--- src/rtl/mem_arbiter.sv ---
// Shares one main-memory port between the I-cache and D-cache.
// One owner at a time: a whole block fill or a single write, round-robin on ties.
module mem_arbiter #(
    parameter int WORDS_PER_BLOCK = 8,
    parameter int ADDR_W          = 16,
    parameter int DATA_W          = 16
) (
    input  logic              clk,
    input  logic              rst,
    input  logic              icache_MemRead,
    input  logic [ADDR_W-1:0] icache_mem_addr,
    input  logic              dcache_MemRead,
    input  logic              dcache_MemWrite,
    input  logic [ADDR_W-1:0] dcache_mem_addr,
    input  logic [DATA_W-1:0] dcache_mem_write_data,
    input  logic              MemDataValid,
    input  logic [DATA_W-1:0] mem_read_data,
    output logic              mem_MemRead,
    output logic              mem_MemWrite,
    output logic [ADDR_W-1:0] mem_addr,
    output logic [DATA_W-1:0] mem_write_data,
    output logic              icache_grant,
    output logic              dcache_grant,
    output logic              icache_MemDataValid,
    output logic              dcache_MemDataValid,
    output logic [DATA_W-1:0] icache_read_data,
    output logic [DATA_W-1:0] dcache_read_data
);

    localparam int CNT_W = (WORDS_PER_BLOCK > 1) ? $clog2(WORDS_PER_BLOCK) : 1;
    localparam logic [CNT_W-1:0] LAST_BEAT = CNT_W'(WORDS_PER_BLOCK - 1);

    typedef enum logic [1:0] {IDLE, I_FILL, D_FILL, D_WRITE} state_t;
    typedef enum logic {GRANT_I, GRANT_D} owner_t;

    state_t           state, state_nxt;
    owner_t           last_grant, last_grant_nxt;
    logic [CNT_W-1:0] beat_cnt, beat_cnt_nxt;

    logic d_req, i_req, d_wins;

    assign d_req  = dcache_MemWrite | dcache_MemRead;
    assign i_req  = icache_MemRead;
    // On a tie the cache that did not own the port last time goes first.
    assign d_wins = d_req && (!i_req || last_grant == GRANT_I);

    // NOTE: async reset in the sensitivity list, and <= for every state register
    // so all flops update together from the values present before the edge.
    always_ff @(posedge clk or negedge rst) begin
        if (!rst) begin
            state      <= IDLE;
            last_grant <= GRANT_I;
            beat_cnt   <= '0;
        end else begin
            state      <= state_nxt;
            last_grant <= last_grant_nxt;
            beat_cnt   <= beat_cnt_nxt;
        end
    end

    // NOTE: every signal gets a default first so no path leaves it unassigned (no latches).
    always_comb begin
        state_nxt      = state;
        last_grant_nxt = last_grant;
        beat_cnt_nxt   = beat_cnt;
        case (state)
            IDLE: begin
                if (d_wins) begin
                    state_nxt      = dcache_MemWrite ? D_WRITE : D_FILL;
                    last_grant_nxt = GRANT_D;
                end else if (i_req) begin
                    state_nxt      = I_FILL;
                    last_grant_nxt = GRANT_I;
                end
            end
            I_FILL, D_FILL: begin
                if (MemDataValid) begin
                    if (beat_cnt == LAST_BEAT) begin
                        beat_cnt_nxt = '0;
                        state_nxt    = IDLE;
                    end else begin
                        beat_cnt_nxt = beat_cnt + 1'b1;
                    end
                end
            end
            D_WRITE: state_nxt = IDLE;
            default: state_nxt = IDLE;
        endcase
    end

    // Outputs decode from state and live inputs; beats pass through with no delay.
    always_comb begin
        mem_MemRead         = 1'b0;
        mem_MemWrite        = 1'b0;
        mem_addr            = '0;
        mem_write_data      = '0;
        icache_grant        = 1'b0;
        dcache_grant        = 1'b0;
        icache_MemDataValid = 1'b0;
        dcache_MemDataValid = 1'b0;
        icache_read_data    = '0;
        dcache_read_data    = '0;
        case (state)
            I_FILL: begin
                icache_grant        = 1'b1;
                mem_MemRead         = icache_MemRead;
                mem_addr            = icache_mem_addr;
                icache_MemDataValid = MemDataValid;
                icache_read_data    = mem_read_data;
            end
            D_FILL: begin
                dcache_grant        = 1'b1;
                mem_MemRead         = dcache_MemRead;
                mem_addr            = dcache_mem_addr;
                dcache_MemDataValid = MemDataValid;
                dcache_read_data    = mem_read_data;
            end
            D_WRITE: begin
                dcache_grant   = 1'b1;
                mem_MemWrite   = 1'b1;
                mem_addr       = dcache_mem_addr;
                mem_write_data = dcache_mem_write_data;
            end
            default: ;
        endcase
    end

endmodule

--- config.mk ---
export PLATFORM = sky130hd
export DESIGN_NAME = mem_arbiter
export DESIGN_NICKNAME = d
export VERILOG_FILES = /design/src/rtl/mem_arbiter.sv
export SDC_FILE = /design/constraint.sdc
export NUM_CORES = 1
export LEC_CHECK = 0
export ABC_AREA = 1
export CORE_MARGIN = 4
export CORE_UTILIZATION = 45
export CTS_CLUSTER_DIAMETER = 200
export CTS_CLUSTER_SIZE = 12
export DETAILED_ROUTE_END_ITERATION = 6
export DONT_BUFFER_PORTS = 1
export PLACE_DENSITY = 0.56
export SLEW_MARGIN = 20
export SYNTH_ARGS = -nofsm -noshare
export SYNTH_HDL_FRONTEND = slang
export SYNTH_SLANG_ARGS = --single-unit
--- constraint.sdc ---
create_clock -name clk -period 3.7 [get_ports clk]
set_clock_uncertainty 0.05 [all_clocks]
set_input_delay 0.74 -clock clk [delete_from_list [all_inputs] [get_ports clk]]
set_output_delay 0.74 -clock clk [all_outputs]
set_load 0.02 [all_outputs]
==> metrics.txt <==
# TYPE chip_impl_metric gauge
chip_impl_metric{name="place_hpwl",unit="µm"} 2680
chip_impl_info{name="sort_of_element_at_the_end_of_the_critical_path",value="primary output"} 1
chip_impl_metric{name="cts_max_level",unit=""} 1
chip_impl_metric{name="tns",unit="ps"} 0
chip_impl_metric{name="cap_violations",unit=""} 0
chip_impl_metric{name="grt_start_max_net_pins",unit=""} 31
chip_impl_info{name="cpMaxStageDelayCell",value="or2_1"} 1
chip_impl_metric{name="io_buffer_count",unit=""} 0
chip_impl_metric{name="core_area",unit="µm²"} 2230
chip_impl_info{name="yosysTopAreaCell",value="nand2_1"} 1
chip_impl_metric{name="initial_utilization",unit="%"} 47.8
chip_impl_info{name="clock_tree_from_tritoncts",value="built"} 1
chip_impl_metric{name="place_inst",unit=""} 229
chip_impl_metric{name="yosys.cell_types.count",unit=""} 18
chip_impl_metric{name="drive_above_1_share",unit="%"} 2.45
chip_impl_metric{name="synth-seq-cells",unit=""} 6
chip_impl_metric{name="cts_made_buffers",unit=""} 3
chip_impl_metric{name="critical_path.max_stage_delay",unit="ps"} 610
chip_impl_metric{name="crit_fanout",unit=""} 17
chip_impl_metric{name="clock_sinks",unit=""} 6
chip_impl_metric{name="fp.dieW",unit="µm"} 56.7
chip_impl_metric{name="hold_buffers",unit=""} 0
chip_impl_metric{name="instances_no_fill",unit=""} 232
chip_impl_metric{name="first_global_vias",unit=""} 1079
chip_impl_metric{name="yosysSeqAreaShare",unit="%"} 14.1
chip_impl_metric{name="syn_nets",unit=""} 290
chip_impl_metric{name="leakagePower",unit="nW"} 0.848
chip_impl_metric{name="design.final.nets",unit=""} 284
chip_impl_info{name="min_path_type",value="in2async"} 1
chip_impl_metric{name="drt_wl_total",unit="µm"} 3090
chip_impl_metric{name="detail_route.wl_per_cell",unit="µm"} 13.3
chip_impl_metric{name="cts_max_path_buffers",unit=""} 2
chip_impl_metric{name="post_synth_inst_count",unit=""} 212
chip_impl_metric{name="yosysWarnings",unit=""} 0
chip_impl_metric{name="netlist.area_leader.share",unit="%"} 36.2
chip_impl_metric{name="fmaxAchievable",unit="MHz"} 337
chip_impl_metric{name="post_cts_resized",unit=""} 0
chip_impl_info{name="run_status",value="complete, no violations"} 1
chip_impl_metric{name="cts.reportedPaths.clkPinSlew",unit="ps"} 40
chip_impl_info{name="grt_setup_unrepaired",value="no"} 1
chip_impl_metric{name="flow.area_growth_from_synthesis",unit="%"} -1.29
chip_impl_metric{name="hold_viol",unit=""} 0
chip_impl_metric{name="worst_skew_pair.late_latency",unit="ps"} 240
chip_impl_metric{name="gpl.final_weighted_congestion",unit=""} 0.718
chip_impl_metric{name="vias",unit=""} 1191
chip_impl_info{name="setup.worst_path.class",value="reg2out"} 1
chip_impl_info{name="critical_path.startpoint_type",value="flip-flop"} 1
chip_impl_metric{name="slew_headroom",unit="%"} 52.7
chip_impl_metric{name="post-route-period-util",unit="%"} 80.2
chip_impl_info{name="synth_top_cells_by_area",value="nand2_1, inv_1, dfrtp_1"} 1
chip_impl_metric{name="pre_cts_slack",unit="ps"} 975
chip_impl_metric{name="num_antenna_cells",unit=""} 0
chip_impl_metric{name="max-vdd-ir-drop",unit="mV"} 0.379
chip_impl_metric{name="grt.overflow.total",unit=""} 0
chip_impl_metric{name="fp.dieArea",unit="µm²"} 3220
chip_impl_metric{name="detailedRoute.firstPassIterationCount",unit=""} 4
chip_impl_metric{name="num_rows",unit=""} 17
chip_impl_info{name="cts_root_buffer",value="clkbuf_4"} 1
chip_impl_metric{name="num-fill-cells",unit=""} 240
chip_impl_metric{name="worst_pin_slew",unit="ps"} 709
chip_impl_metric{name="route.detailed.drc",unit=""} 0
chip_impl_metric{name="worst_ep_arrival_time",unit="ps"} 2180
chip_impl_metric{name="post-cts-setup-buffers",unit=""} 0
chip_impl_metric{name="drt.antenna.violating_nets",unit=""} 0
chip_impl_metric{name="timing.critical_path.required",unit="ps"} 2910
chip_impl_metric{name="timing.final.crit_period",unit="ps"} 2970
chip_impl_metric{name="io_pins",unit=""} 140
chip_impl_metric{name="die_y",unit="µm"} 56.7
chip_impl_metric{name="final-setup-viol-count",unit=""} 0
chip_impl_info{name="ordered_cell_list_for_the_critical_path",value="ha_1 -> or2_1 -> nand2_1 -> a21oi_1"} 1
chip_impl_metric{name="grt_first_pass_wirelength",unit="µm"} 4660
chip_impl_metric{name="timing_max_transition_violations_final",unit=""} 0
chip_impl_metric{name="antenna_violations_before_repair",unit=""} 0
chip_impl_metric{name="grt_util_all_layers",unit="%"} 17.4
chip_impl_metric{name="drtIter0Drc",unit=""} 78
chip_impl_metric{name="finalWorstSetupSlack",unit="ps"} 732
chip_impl_metric{name="power_density",unit="nW/µm²"} 850
chip_impl_metric{name="synth_cell_area",unit="µm²"} 1070
chip_impl_metric{name="avgViaCountPerCell",unit=""} 5.13
chip_impl_metric{name="average_instance_area_after_synthesis",unit="µm²"} 5.04
-- cell usage in the layout (no fill, tap or decap) --
master,synthesis,routed
nor2_1,2,2
or2_1,1,1
clkbuf_4,0,3
nand2_1,103,103
inv_1,56,56
a21oi_1,16,16
nand2_2,1,1
o21ai_0,1,1
buf_4,2,1
dfrtp_1,6,6
ha_1,8,8
nand4_1,2,2
o21a_1,1,1
a21boi_0,1,1
nand3_1,2,2
-- worst max-delay path: cells and delay by family, from the launching register on --
kind	cells	cell delay, ps
flip-flops	1	430
AND/OR/NAND/NOR	2	740
adder cells (fa/ha/maj)	1	340
AO/OA/AOI/OAI	1	420
-- through the flow --
stage               cell area (µm²)  power, W  utilization (%)  hold WS, ps
floorplan                      1070  0.000798                -          391
global placement               1030  0.000832             46.2          395
detailed placement             1030  0.000846             46.2          395
CTS                            1050  0.000908             47.2          137
global route                   1050  0.000986             47.2          123
finish                         1050  0.000897             47.2          141
-- synthesized netlist by cell type, drive strengths merged --
cell type  count
a21boi         1
a21oi         16
buf           10
clkbuf         2
dfrtp          6
ha             8
inv           56
nand2        104
nand3          2
nand4          2
nor2           2
o21a           1
o21ai          1
or2            1
-- cell families after synthesis --
group / count (synthesis) / share of synthesized area (%)
AOI/OAI and AO/OA: 19 / 9.37
adders and majority gates: 8 / 9.37
buffers and inverters: 68 / 27.0
DFF: 6 / 14.1
and+or+nand+nor: 111 / 40.2
-- report_power, final --
part | internal (W) | switching, W | total (W)
sequential | 0.0000980 | 0.0000260 | 0.000124
combinational | 0.000151 | 0.000563 | 0.000714
clock | 0.0000366 | 0.0000225 | 0.0000592
total | 0.000286 | 0.000611 | 0.000897
-- worst paths after layout --
kind | from | to | slack (ps) | cells past startpoint
max in group asynchronous | rst | state[1] | 3390 | 0
worst max register to register | state[0] | state[1] | 2070 | 6
worst min register to register | last_grant | last_grant | 420 | 2
worst max-delay path | state[1] | mem_addr[4] | 730 | 4
worst min-delay path | rst | beat_cnt[2] | 140 | 0
min in group clk | last_grant | last_grant | 420 | 2
-- layer usage --
layer  track usage [%]  share of wire [%]  wire [µm]
met5                 0                  0          0
met2              36.6                 53       1650
met3              4.83                 12        365
met4              2.98               0.55         17
met1              16.3                 34       1060
-- layout make-up --
class                   count  area (µm²)  area share, %
clock buffers               3        22.5           2.14
multi-input cells         138         629           59.7
inverters                  56         210           19.9
well taps                  28        35.0           3.32
flip-flops and latches      6         150           14.2
repair buffers              1        7.51          0.712
-- registers in the layout (all words and copies together), names as in the netlist --
name,cells
beat_cnt,3
state,2
last_grant,1
Note: power is estimated with default switching activity, not from simulation.
